**src/rtl/dmem_io_bridge_if.sv**
```systemverilog
// dmem_io_bridge_if: CPU data port, DMEM port and TX stream bundle
interface dmem_io_bridge_if;
  logic        ena;
  logic [31:0] cpu_addr;
  logic [31:0] cpu_wdata;
  logic        cpu_w;
  logic        cpu_r;
  logic [31:0] cpu_rdata;
  logic [10:0] dm_addr;
  logic [31:0] dm_wdata;
  logic        dm_w;
  logic        dm_r;
  logic [31:0] dm_rdata;
  logic [31:0] tx_data;
  logic        tx_valid;
  logic        tx_ready;
  logic        timer_irq;
  logic        bus_err;
  modport slave (
    input  ena, cpu_addr, cpu_wdata, cpu_w, cpu_r, dm_rdata, tx_ready,
    output cpu_rdata, dm_addr, dm_wdata, dm_w, dm_r, tx_data, tx_valid, timer_irq, bus_err
  );
  modport master (
    output ena, cpu_addr, cpu_wdata, cpu_w, cpu_r, dm_rdata, tx_ready,
    input  cpu_rdata, dm_addr, dm_wdata, dm_w, dm_r, tx_data, tx_valid, timer_irq, bus_err
  );
endinterface

```
**src/rtl/dmem_io_bridge.sv**
```systemverilog
// dmem_io_bridge: decodes CPU data accesses into DMEM window or I/O page (TX FIFO, counter, compare irq)
module dmem_io_bridge #(
  parameter logic [31:0] DMEM_BASE  = 32'h1001_0000,
  parameter int          DMEM_WORDS = 2048,
  parameter logic [31:0] IO_BASE    = 32'h1001_F000,
  parameter int          FIFO_DEPTH = 4
) (
  input logic             clk,
  input logic             reset,
  dmem_io_bridge_if.slave bus
);
  localparam int AW = $clog2(FIFO_DEPTH);
  logic [31:0] off, status, io_rdata;
  logic        in_dm, in_io;
  logic [3:0]  io_off;
  logic [AW-1:0] wp_q, wp_d, rp_q, rp_d;
  logic [AW:0]   cnt_q, cnt_d;
  logic [31:0] mem_q [FIFO_DEPTH];
  logic [31:0] ctr_q, ctr_d, cmp_q, cmp_d;
  logic        irq_q, irq_d, ovf_q, ovf_d, err_q, err_d;
  logic        wr_tx, wr_ctr, wr_cmp, wr_clr, full, empty, push, pop, drop, hit;
  assign off    = bus.cpu_addr - DMEM_BASE;
  assign in_dm  = off < 32'(4 * DMEM_WORDS);
  assign in_io  = bus.cpu_addr[31:6] == IO_BASE[31:6];
  assign io_off = bus.cpu_addr[5:2];
  assign bus.dm_addr  = off[12:2];
  assign bus.dm_wdata = bus.cpu_wdata;
  assign bus.dm_w     = bus.cpu_w & in_dm & bus.ena & reset;
  assign bus.dm_r     = bus.cpu_r & in_dm;
  assign status       = {21'd0, err_q, ovf_q, irq_q, 6'(cnt_q), empty, full};
  assign io_rdata     = io_off == 4'd1 ? status : io_off == 4'd2 ? ctr_q : io_off == 4'd3 ? cmp_q : '0;
  assign bus.cpu_rdata = in_dm ? bus.dm_rdata : in_io ? io_rdata : '0;
  // the FIFO array carries no reset, so an empty FIFO masks its stale head to 0
  assign bus.tx_valid  = !empty;
  assign bus.tx_data   = empty ? '0 : mem_q[rp_q];
  assign bus.timer_irq = irq_q;
  assign bus.bus_err   = err_q;
  // next-state for FIFO pointers, counter, compare and sticky flags
  always_comb begin
    wr_tx  = bus.cpu_w & in_io & (io_off == 4'd0);
    wr_ctr = bus.cpu_w & in_io & (io_off == 4'd2);
    wr_cmp = bus.cpu_w & in_io & (io_off == 4'd3);
    wr_clr = bus.cpu_w & in_io & (io_off == 4'd4);
    full   = cnt_q == (AW+1)'(FIFO_DEPTH);
    empty  = cnt_q == '0;
    pop    = !empty & bus.tx_ready;
    push   = wr_tx & (!full | pop);
    drop   = wr_tx & full & !pop;
    hit    = (ctr_q == cmp_q) && (cmp_q != '0);
    wp_d   = wp_q + AW'(push);
    rp_d   = rp_q + AW'(pop);
    cnt_d  = cnt_q + (AW+1)'(push) - (AW+1)'(pop);
    ctr_d  = wr_ctr ? bus.cpu_wdata : ctr_q + 32'd1;
    cmp_d  = wr_cmp ? bus.cpu_wdata : cmp_q;
    irq_d  = hit | (irq_q & !wr_clr);
    ovf_d  = drop | (ovf_q & !wr_clr);
    err_d  = err_q | ((bus.cpu_w | bus.cpu_r) & !in_dm & !in_io);
  end
  // state registers: reset clears everything, ena=0 freezes
  always_ff @(posedge clk) begin
    if (!reset) begin
      wp_q  <= '0;
      rp_q  <= '0;
      cnt_q <= '0;
      ctr_q <= '0;
      cmp_q <= '0;
      irq_q <= 1'b0;
      ovf_q <= 1'b0;
      err_q <= 1'b0;
    end else if (bus.ena) begin
      wp_q  <= wp_d;
      rp_q  <= rp_d;
      cnt_q <= cnt_d;
      ctr_q <= ctr_d;
      cmp_q <= cmp_d;
      irq_q <= irq_d;
      ovf_q <= ovf_d;
      err_q <= err_d;
    end
  end
  // FIFO storage write
  always_ff @(posedge clk) begin
    if (reset && bus.ena && push) mem_q[wp_q] <= bus.cpu_wdata;
  end
endmodule

```
**src/flat_wrapper.sv**
```systemverilog
// flat-port wrapper written by rule: the top's interface ports become plain ports
module dmem_io_bridge_flat 
#(
  parameter logic [31:0] DMEM_BASE  = 32'h1001_0000,
  parameter int          DMEM_WORDS = 2048,
  parameter logic [31:0] IO_BASE    = 32'h1001_F000,
  parameter int          FIFO_DEPTH = 4
)
  (clk, reset, bus_ena, bus_cpu_addr, bus_cpu_wdata, bus_cpu_w, bus_cpu_r, bus_dm_rdata, bus_tx_ready, bus_cpu_rdata, bus_dm_addr, bus_dm_wdata, bus_dm_w, bus_dm_r, bus_tx_data, bus_tx_valid, bus_timer_irq, bus_bus_err);
  dmem_io_bridge_if bus_i ();
  input logic clk;
  input logic reset;
  input wire logic [$bits(bus_i.ena)-1:0] bus_ena;
  input wire logic [$bits(bus_i.cpu_addr)-1:0] bus_cpu_addr;
  input wire logic [$bits(bus_i.cpu_wdata)-1:0] bus_cpu_wdata;
  input wire logic [$bits(bus_i.cpu_w)-1:0] bus_cpu_w;
  input wire logic [$bits(bus_i.cpu_r)-1:0] bus_cpu_r;
  input wire logic [$bits(bus_i.dm_rdata)-1:0] bus_dm_rdata;
  input wire logic [$bits(bus_i.tx_ready)-1:0] bus_tx_ready;
  output wire logic [$bits(bus_i.cpu_rdata)-1:0] bus_cpu_rdata;
  output wire logic [$bits(bus_i.dm_addr)-1:0] bus_dm_addr;
  output wire logic [$bits(bus_i.dm_wdata)-1:0] bus_dm_wdata;
  output wire logic [$bits(bus_i.dm_w)-1:0] bus_dm_w;
  output wire logic [$bits(bus_i.dm_r)-1:0] bus_dm_r;
  output wire logic [$bits(bus_i.tx_data)-1:0] bus_tx_data;
  output wire logic [$bits(bus_i.tx_valid)-1:0] bus_tx_valid;
  output wire logic [$bits(bus_i.timer_irq)-1:0] bus_timer_irq;
  output wire logic [$bits(bus_i.bus_err)-1:0] bus_bus_err;
  assign bus_i.ena = bus_ena;
  assign bus_i.cpu_addr = bus_cpu_addr;
  assign bus_i.cpu_wdata = bus_cpu_wdata;
  assign bus_i.cpu_w = bus_cpu_w;
  assign bus_i.cpu_r = bus_cpu_r;
  assign bus_i.dm_rdata = bus_dm_rdata;
  assign bus_i.tx_ready = bus_tx_ready;
  assign bus_cpu_rdata = bus_i.cpu_rdata;
  assign bus_dm_addr = bus_i.dm_addr;
  assign bus_dm_wdata = bus_i.dm_wdata;
  assign bus_dm_w = bus_i.dm_w;
  assign bus_dm_r = bus_i.dm_r;
  assign bus_tx_data = bus_i.tx_data;
  assign bus_tx_valid = bus_i.tx_valid;
  assign bus_timer_irq = bus_i.timer_irq;
  assign bus_bus_err = bus_i.bus_err;
  dmem_io_bridge #(.DMEM_BASE(DMEM_BASE), .DMEM_WORDS(DMEM_WORDS), .IO_BASE(IO_BASE), .FIFO_DEPTH(FIFO_DEPTH)) u_core (.clk(clk), .reset(reset), .bus(bus_i));
endmodule
```
**config.mk**
```make
export PLATFORM = sky130hd
export DESIGN_NAME = dmem_io_bridge_flat
export DESIGN_NICKNAME = d
export VERILOG_FILES = /design/src/rtl/dmem_io_bridge_if.sv /design/src/rtl/dmem_io_bridge.sv /design/src/flat_wrapper.sv
export SDC_FILE = /design/constraint.sdc
export NUM_CORES = 1
export LEC_CHECK = 0
export BUFFER_PORTS_ARGS = -buffer_cell sky130_fd_sc_hd__buf_2
export CAP_MARGIN = 20
export CORE_MARGIN = 2
export CORE_UTILIZATION = 55
export DETAILED_ROUTE_END_ITERATION = 7
export GPL_ROUTABILITY_DRIVEN = 0
export PLACE_DENSITY = 0.85
export REMOVE_ABC_BUFFERS = 1
export SYNTH_ARGS = -nofsm -noshare
export SYNTH_HDL_FRONTEND = slang
export SYNTH_SLANG_ARGS = --single-unit
export TNS_END_PERCENT = 10
```
**constraint.sdc**
```tcl
create_clock -name clk -period 6.3 [get_ports clk]
set_input_delay 0.315 -clock clk [delete_from_list [all_inputs] [get_ports clk]]
set_output_delay 0.315 -clock clk [all_outputs]
set_load 0.01 [all_outputs]
```
# Word level (Yosys, flattened, before mapping)
# Memory sizes are Yosys's and may differ from the RTL's. A register that Yosys moved wholly into a read port is not among the register bits.
# Index checks and enable logic that the tools add are counted.
totals:
  ff_bits: 74
  ram_bits: 128
  in_bits: 102
  out_inout_bits: 112
  elab_cells: 69
  mem_count: 1
op_classes:
  addsub: 6
  n_lt_le_gt_ge: 1
  eq_ne: 7
  mux: 11
  n_bitwise: 22
  n_reduce_logical: 13
mem_list:
  columns: ["name", "words", "word_bits", "read_ports", "rd_clocked_by_memory_dff", "wr", "line_no", "text"]
  rows:
  - ["u_core.mem_q", 4, 32, 1, 1, 1, "dmem_io_bridge.sv:18", "logic [31:0] mem_q [FIFO_DEPTH];"]
ops:
  columns: ["cell", "count"]
  rows:
  - ["2-to-1 mux 32 bit", 7]
  - ["adder 32 x 1 -> 32 bit, second input constant", 1]
  - ["equality test 32 bit", 1]
  - ["less-than comparator 32 x 14 -> 1 bit, second input constant", 1]
  - ["nonzero test 32 bit", 1]
  - ["subtractor 32 x 29 -> 32 bit, second input constant", 1]
  - ["equality test 26 x 23 -> 1 bit, second input constant", 1]
  - ["AND 1 bit", 17]
  - ["equality test 4 x 2 -> 1 bit, second input constant", 2]
  - ["zero test 1 bit", 6]
  - ["OR 1 bit", 5]
  - ["adder 2 x 1 -> 2 bit", 2]
  - ["equality test 4 x 1 -> 1 bit, second input constant", 1]
  - ["equality test 4 x 3 -> 1 bit, second input constant", 1]
  - ["zero test 4 bit", 1]
  - ["2-to-1 mux 2 bit", 2]
  - ["adder 3 x 1 -> 3 bit", 1]
  - ["equality test 3 bit, second input constant", 1]
  - ["logical AND 1 bit", 3]
  - ["zero test 3 bit", 1]
  - ["subtractor 3 x 1 -> 3 bit", 1]
  - ["2-to-1 mux 1 bit", 2]
  - ["AND reduction 2 bit", 1]

# Longest topological paths before layout
# Gate-level depths: netlist of run 1.
depth:
  ltp_word: 8
  mapped_depth: 14
  ltp_nobuf: 12

# Worst setup path before layout of run 1
# No wires, ideal clock.
synth_path:
  kind: "input-to-reg"
  startpoint: "input port bus_cpu_addr[19]"
  endpoint: "memory u_core.mem_q[3][0] (enable)"
  setup_ps: 461
  arrival_ps: 4378
  required_time_ps: 5839
  setup_slack_ps: 1461
  cell_stages: 6
  path_buffers: 1
  cell_sequence: "or4_4 -> or4_4 -> buf_6 -> or2_1 -> or3_1 -> nor3_1"
synth_between:
  elab_chain_len: 7
synth_lines:
  columns: ["item", "line_no", "text"]
  rows:
  - ["start, declared", "flat_wrapper.sv:14", "input wire logic [$bits(bus_i.cpu_addr)-1:0] bus_cpu_addr;"]
  - ["equality test 26 x 23 -> 1 bit", "dmem_io_bridge.sv:24", "assign in_io = bus.cpu_addr[31:6] == IO_BASE[31:6];"]
  - ["AND 1 bit (2 in series)", "dmem_io_bridge.sv:40", "wr_tx = bus.cpu_w & in_io & (io_off == 4'd0);"]
  - ["AND 1 bit", "dmem_io_bridge.sv:47", "push = wr_tx & (!full | pop);"]
  - ["logical AND 1 bit", "dmem_io_bridge.sv:83", "if (reset && bus.ena && push) mem_q[wp_q] <= bus.cpu_wdata;"]
  - ["2-to-1 mux 1 bit", "dmem_io_bridge.sv:83", null]
  - ["2-to-1 mux 1 bit (not written as such)", "dmem_io_bridge.sv:83", null]
  - ["end, declared", "dmem_io_bridge.sv:18", null]
# No other way between the ends.

# Worst setup path in the final report of run 1
layout_path:
  startpoint: "input port bus_cpu_addr[19]"
  endpoint: "output port bus_cpu_rdata[23]"
layout_between:
  elab_chain_len: 3
  elab_cells_between_ends: 5
  cone_classes: "1 x add/sub; 1 x order compare; 1 x eq/ne; 2 x mux"
layout_lines:
  columns: ["item", "line_no", "text"]
  rows:
  - ["subtractor 32 x 29 -> 32 bit / equality test 26 x 23 -> 1 bit (equally long branches)", "dmem_io_bridge.sv:22, dmem_io_bridge.sv:24", null]
  - ["less-than comparator 32 x 14 -> 1 bit / 2-to-1 mux 32 bit (equally long branches)", "dmem_io_bridge.sv:23, dmem_io_bridge.sv:32", null]
  - ["2-to-1 mux 32 bit *", "dmem_io_bridge.sv:32", "assign bus.cpu_rdata = in_dm ? bus.dm_rdata : in_io ? io_rdata : '0;"]
  - ["end, declared", "flat_wrapper.sv:20", "output wire logic [$bits(bus_i.cpu_rdata)-1:0] bus_cpu_rdata;"]
# Mark *: on every way between the ends. The rest lies on a longest branch, timed or not.

==> results of run 1 <==
==> report_power, final <==
group | total (mW) | internal [mW] | switching (mW) | leakage (nW)
Combinational | 0.303 | 0.131 | 0.172 | 2.19
Clock | 1.15 | 0.658 | 0.490 | 0.303
Sequential | 1.43 | 1.42 | 0.00792 | 1.76
==> Yosys cell counts, types with 5 or more instances <==
| master | n |
|---|---|
| nor4_1 | 23 |
| nand2_1 | 134 |
| mux4_2 | 32 |
| inv_1 | 15 |
| a21boi_0 | 7 |
| mux2_1 | 5 |
| and2_1 | 36 |
| edfxtp_1 | 128 |
| nor2b_1 | 7 |
| or3_1 | 11 |
| buf_4 | 43 |
| a32o_1 | 11 |
| clkbuf_1 | 60 |
| ha_1 | 5 |
| a22oi_1 | 32 |
| a21oi_1 | 36 |
| nand4_1 | 18 |
| dfxtp_1 | 76 |
| and4_1 | 8 |
| nor3_1 | 18 |
| buf_1 | 5 |
| and3_1 | 6 |
| nor2_1 | 29 |
| nand3_1 | 18 |
| o22ai_1 | 11 |
| mux2_2 | 10 |
| buf_2 | 8 |
| mux2i_1 | 16 |
| o21ai_0 | 54 |
| xnor2_1 | 32 |
==> worst max-delay path by stage <==
stage | endpoint | depth (start not counted)
finish | bus_cpu_rdata[23] | 8
global placement | u_core.cnt_q[2] | 13
global route | u_core.cnt_q[2] | 13
floorplan | u_core.mem_q[3][0] | 5
CTS | bus_cpu_rdata[23] | 8
detailed placement | u_core.cnt_q[2] | 13
==> final cells by class <==
type / instances / area, sq um
clock buffer: 31 / 603.1
clock inverter: 5 / 23.77
fill: 1404 / 6681
inverter: 15 / 56.30
multi-input combinational: 614 / 4345
sequential: 204 / 5366
tap: 234 / 292.8
timing repair buffer: 229 / 1211
==> layout by cell type (no fill, tap or decap), types with 21 or more instances in the layout <==
master     instances
nor2_1            27
a22oi_1           32
clkbuf_16         21
buf_2            211
and2_1            36
o21ai_0           54
dfxtp_1           75
mux4_2            32
nand2_1          134
edfxtp_1         128
xnor2_1           32
a21oi_1           36
nor4_1            22
==> stage by stage <==
| stage | setup slack (ns) | utilization | hold slack, ns | cell area [sq um] | total power [mW] |
|---|---|---|---|---|---|
| 3_3_place_gp | 2.403 | 0.6052 | 0.4821 | 11240 | 1.760 |
| 6_report | 2.785 | 0.6404 | 0.04304 | 11900 | 2.882 |
| 2_1_floorplan | 1.524 | - | 0.4034 | 9711 | 1.599 |
| 4_1_cts | 2.756 | 0.6389 | 0.04099 | 11870 | 2.891 |
| 5_1_grt | 2.601 | 0.6404 | 0.06029 | 11900 | 2.971 |
| 3_5_place_dp | 2.325 | 0.6052 | 0.4822 | 11240 | 1.765 |
==> state kept, by name (all words and copies together), names as in the netlist, named ones only <==
register              count
u_core.bus.bus_err        1
u_core.ctr_q             32
u_core.ovf_q              1
u_core.cnt_q              3
u_core.rp_q               2
u_core.bus.timer_irq      1
u_core.cmp_q             32
u_core.wp_q               2
u_core.mem_q            128
==> per-layer routing <==
layer  wire (microns)  track usage  vias up
met5                0            0        -
met1            11000       0.3650     3914
li1                 -            -     3747
met3             2560      0.03635       64
met4              821      0.08421        0
met2            12760       0.4384      522
==> cells by family after synthesis <==
logic type / share of synthesized area
mux: 0.1030
buf+inv: 0.06631
fa+ha+maj: 0.007987
compound gates: 0.1084
xor+xnor: 0.03049
flops: 0.5189
simple gates: 0.1649
==> results.json, run 1 <==
{
  "hp-class": "in -> reg",
  "holdPathStages": 2,
  "cp_max_fo": 25,
  "max_slew.worst_pin.slew_ns": 1.047,
  "clkLatencyLatePin_ns": 0.51,
  "start_kind": "primary input",
  "synth-seq-cells": 204,
  "grt_usage": 0.2649,
  "synth_flop_cell": "edfxtp_1",
  "yosys.area.top_type": "edfxtp_1",
  "r2r-start": "u_core.cnt_q[1]",
  "slowest_stage": "nor4_4",
  "drcViolationCount": 0,
  "fin_crit_ns": 3.515,
  "cts_made_buffers": 20,
  "hpwlAfterDp_mm": 17.74,
  "cts_root_buffer": "clkbuf_16",
  "grt_pass1_wl_mm": 41.52,
  "n_antenna_cell": 0,
  "period_share": 0.5579,
  "grt_max_degree": 68,
  "holdPathEnd": "u_core.ovf_q",
  "drive_gt1_frac": 0.2851,
  "synth_edf_count": 128,
  "netlist_area_sq_um": 10340,
  "fin_setup_tns_ns": 0,
  "cp.required_ns": 5.98,
  "r2r_end": "u_core.mem_q[0][12]",
  "hold_viol": 0,
  "cts_resized": 0,
  "cts_setup_buffers": 0,
  "drv_slew": 0,
  "port_buffers": 211,
  "dr.pass1.iters": 5,
  "wire_per_inst_microns": 20.37,
  "reg2reg_depth": 5,
  "dieArea_sq_um": 19910,
  "syn2layout_area_growth_pct": 15.08,
  "rsz0062_at_grt": "no",
  "r2r_slack_ns": 3.76,
  "cts_hold_buf": 0,
  "crit_chain": "buf_2 > or4_4 > or4_4 > nor4_4 > buf_4 > nand2_1 > o21ai_0 > buf_2",
  "synth_warnings": 0,
  "slowest_delay_ns": 0.70,
  "antenna_left": 0,
  "die_y_microns": 141.1,
  "numClockSinks": 204,
  "syn_avg_cell_area_sq_um": 10.87,
  "synth_top_area_frac": 0.3717,
  "drv_cap": 0,
  "wl_mm": 27.14,
  "cts.clk_slew.worst_paths_ns": 0.06,
  "fmax_mhz": 284.5,
  "core_sq_um": 18580,
  "pin_count": 214,
  "antenna_found_initial": 0,
  "skew_ns": 0.01606,
  "status": "finished clean",
  "die_width_microns": 141.1,
  "power_density_nw_per_um2": 242.2,
  "initialDrtViolationCount": 843,
  "min_from": "bus_tx_ready",
  "layout.nets": 1192,
  "rows": 50,
  "grt-ovfl-total": 0,
  "crit_family": "simple AND/OR/NAND/NOR gates",
  "startpoint": "bus_cpu_addr[19]",
  "synth.area.top_cells": "edfxtp_1 (37%), dfxtp_1 (15%), mux4_2 (7.0%), nand2_1 (4.9%), buf_4 (3.1%)",
  "syn_inst": 951,
  "final_cells": 1332,
  "cp.arrival_ns": 3.20,
  "clk_path_buf_depth": 3,
  "via_per_inst": 6.191,
  "p_leak_nw": 4.258,
  "grt_pass1_vias": 7630,
  "vdd_drop_max_mv": 0.1841,
  "seq_area_frac_synth": 0.5189,
  "path_class": "in -> out",
  "vias": 8247,
  "cts-htree-levels": 1,
  "dp_cells": 1295,
  "setup_viol": 0,
  "cp-end-kind": "output pin",
  "cts_tree": "done",
  "cp_num_buf_inv": 3,
  "synth-async-reset-ratio": 0,
  "initial_core_util": 0.5565,
  "relSlewSlack": 0.3006,
  "synthDistinctLibCells": 61
}
Power figures use the tool's default switching activity.
==> run 2: changes to the inputs <==
CORE_UTILIZATION = 50   (was 55)
PLACE_DENSITY = 0.82   (was 0.85)
clock period = 2.85 ns   (was 6.3 ns; I/O delays follow)
==> results.json, run 2 (synthesis results as in run 1) <==
{
  "drive_gt1_frac": 0.2922,
  "hpwlAfterDp_mm": 18.75,
  "cts_tree": "done",
  "hold_viol": 0,
  "relSlewSlack": 0.5553,
  "antenna_left": 0,
  "layout_setup_ws_ns": 0.1343,
  "dr.pass1.iters": 5,
  "drv_cap": 0,
  "numClockSinks": 204,
  "pin_count": 214,
  "max_slew.worst_pin.slew_ns": 0.6670,
  "wl_mm": 28.12,
  "largestRegisters": "u_core.mem_q (128), u_core.cmp_q (32), u_core.ctr_q (32)",
  "port_buffers": 211,
  "syn2layout_area_growth_pct": 21.39,
  "cp_max_fo": 2,
  "grt_pass1_wl_mm": 44.01,
  "drcViolationCount": 0,
  "layout.nets": 1244,
  "start_kind": "primary input",
  "via_per_inst": 5.958,
  "initial_core_util": 0.5110,
  "rows": 52,
  "cts.clk_slew.worst_paths_ns": 0.06,
  "cp.arrival_ns": 3.10,
  "final.fill_count": 1562,
  "clk_path_buf_depth": 3,
  "die_width_microns": 147.8,
  "period_share": 0.9529,
  "cts_made_buffers": 21,
  "p_leak_nw": 4.530,
  "vias": 8461,
  "dp_slack_ns": -0.4947,
  "clkLatencyLatePin_ns": 0.49,
  "power_mw": 6.401,
  "cp-end-kind": "flip-flop",
  "top_register": "u_core.mem_q",
  "n_antenna_cell": 0,
  "layout_common_cells": "buf_2 (211), nand2_1 (134), edfxtp_1 (128), dfxtp_1 (75), o21ai_0 (54)",
  "fmax_mhz": 368.2,
  "setup_viol": 0,
  "grt-ovfl-total": 0,
  "antenna_found_initial": 0,
  "power_density_nw_per_um2": 510.0,
  "drv_slew": 0,
  "holdPathStages": 4,
  "vdd_drop_max_mv": 0.3200,
  "path_class": "in -> reg",
  "whs_ns": 0.1435,
  "core_sq_um": 20230,
  "cts_root_buffer": "clkbuf_16",
  "status": "finished clean",
  "initialDrtViolationCount": 1076,
  "fin_crit_ns": 2.716,
  "grt_pass1_vias": 8041,
  "dieArea_sq_um": 21850,
  "final_common_cell": "buf_2",
  "wire_per_inst_microns": 19.80,
  "cp.required_ns": 3.23,
  "hp-class": "in -> reg",
  "cts-htree-levels": 1,
  "skew_ns": 0.01393,
  "reg2reg_depth": 11,
  "grt_usage": 0.2553,
  "die_y_microns": 147.8,
  "grt_max_degree": 67,
  "largest_reg_flops": 128
}
==> run 2: final cells by class <==
type,instances,area (sq um),share of cell area
clock buffer,31,596.8,0.04755
clock inverter,6,33.78,0.002691
inverter,15,56.30,0.004486
multi-input combinational,614,4364,0.3477
sequential,204,5366,0.4275
tap,270,337.8,0.02691
timing repair buffer,280,1797,0.1431
==> run 2: timing repair <==
item | 4_1_cts | 5_1_grt
gates resized for setup | 0 | 4
endpoints found under the setup margin | 0 | 1
hold buffers | 34 | 0
setup buffers | 0 | 1
endpoints found under the hold margin | 162 | 0
==> run 2: metrics by stage <==
stage,TNS (ns),util,instances,area (sq um)
6_report,0,0.6203,1420,12550
3_3_place_gp,-13.59,0.5710,1348,11550
4_1_cts,0,0.6190,1419,12530
2_1_floorplan,-281.92,-,833,9711
3_5_place_dp,-17.11,0.5710,1348,11550
5_1_grt,-0.009375,0.6203,1420,12550
==> run 2: path summary, 6_finish.rpt <==
path	startpoint	slack [ns]	to
worst max register to register	u_core.cnt_q[1]	0.42	u_core.cnt_q[2]
worst max-delay path	bus_cpu_addr[19]	0.13	u_core.cnt_q[2]
worst min register to register	u_core.cmp_q[16]	0.51	u_core.cmp_q[16]
worst min-delay path	bus_cpu_addr[4]	0.14	u_core.bus.timer_irq
==> run 2: critical path, stage by stage <==
cell and delay, ns:
buf_2 0.10, or4_4 0.53, or4_4 0.54, or2_1 0.25, or3_4 0.36, nor3_4 0.14, ha_2 0.19, inv_1 0.04
fa_1 0.37, xor2_1 0.15, nand2_1 0.09, xor2_1 0.15, nor2_1 0.05
==> run 2: where the power goes <==
group	switching [mW]	internal, mW
Clock	1.06	1.45
Sequential	0.0168	3.15
Combinational	0.399	0.325
==> run 2: layer usage <==
layer,GRT usage,routed length (microns),up-vias
met5,0,0,-
met4,0.06442,555,0
met3,0.03796,2499,51
met2,0.4314,13810,458
met1,0.3483,11250,4094
li1,-,-,3858
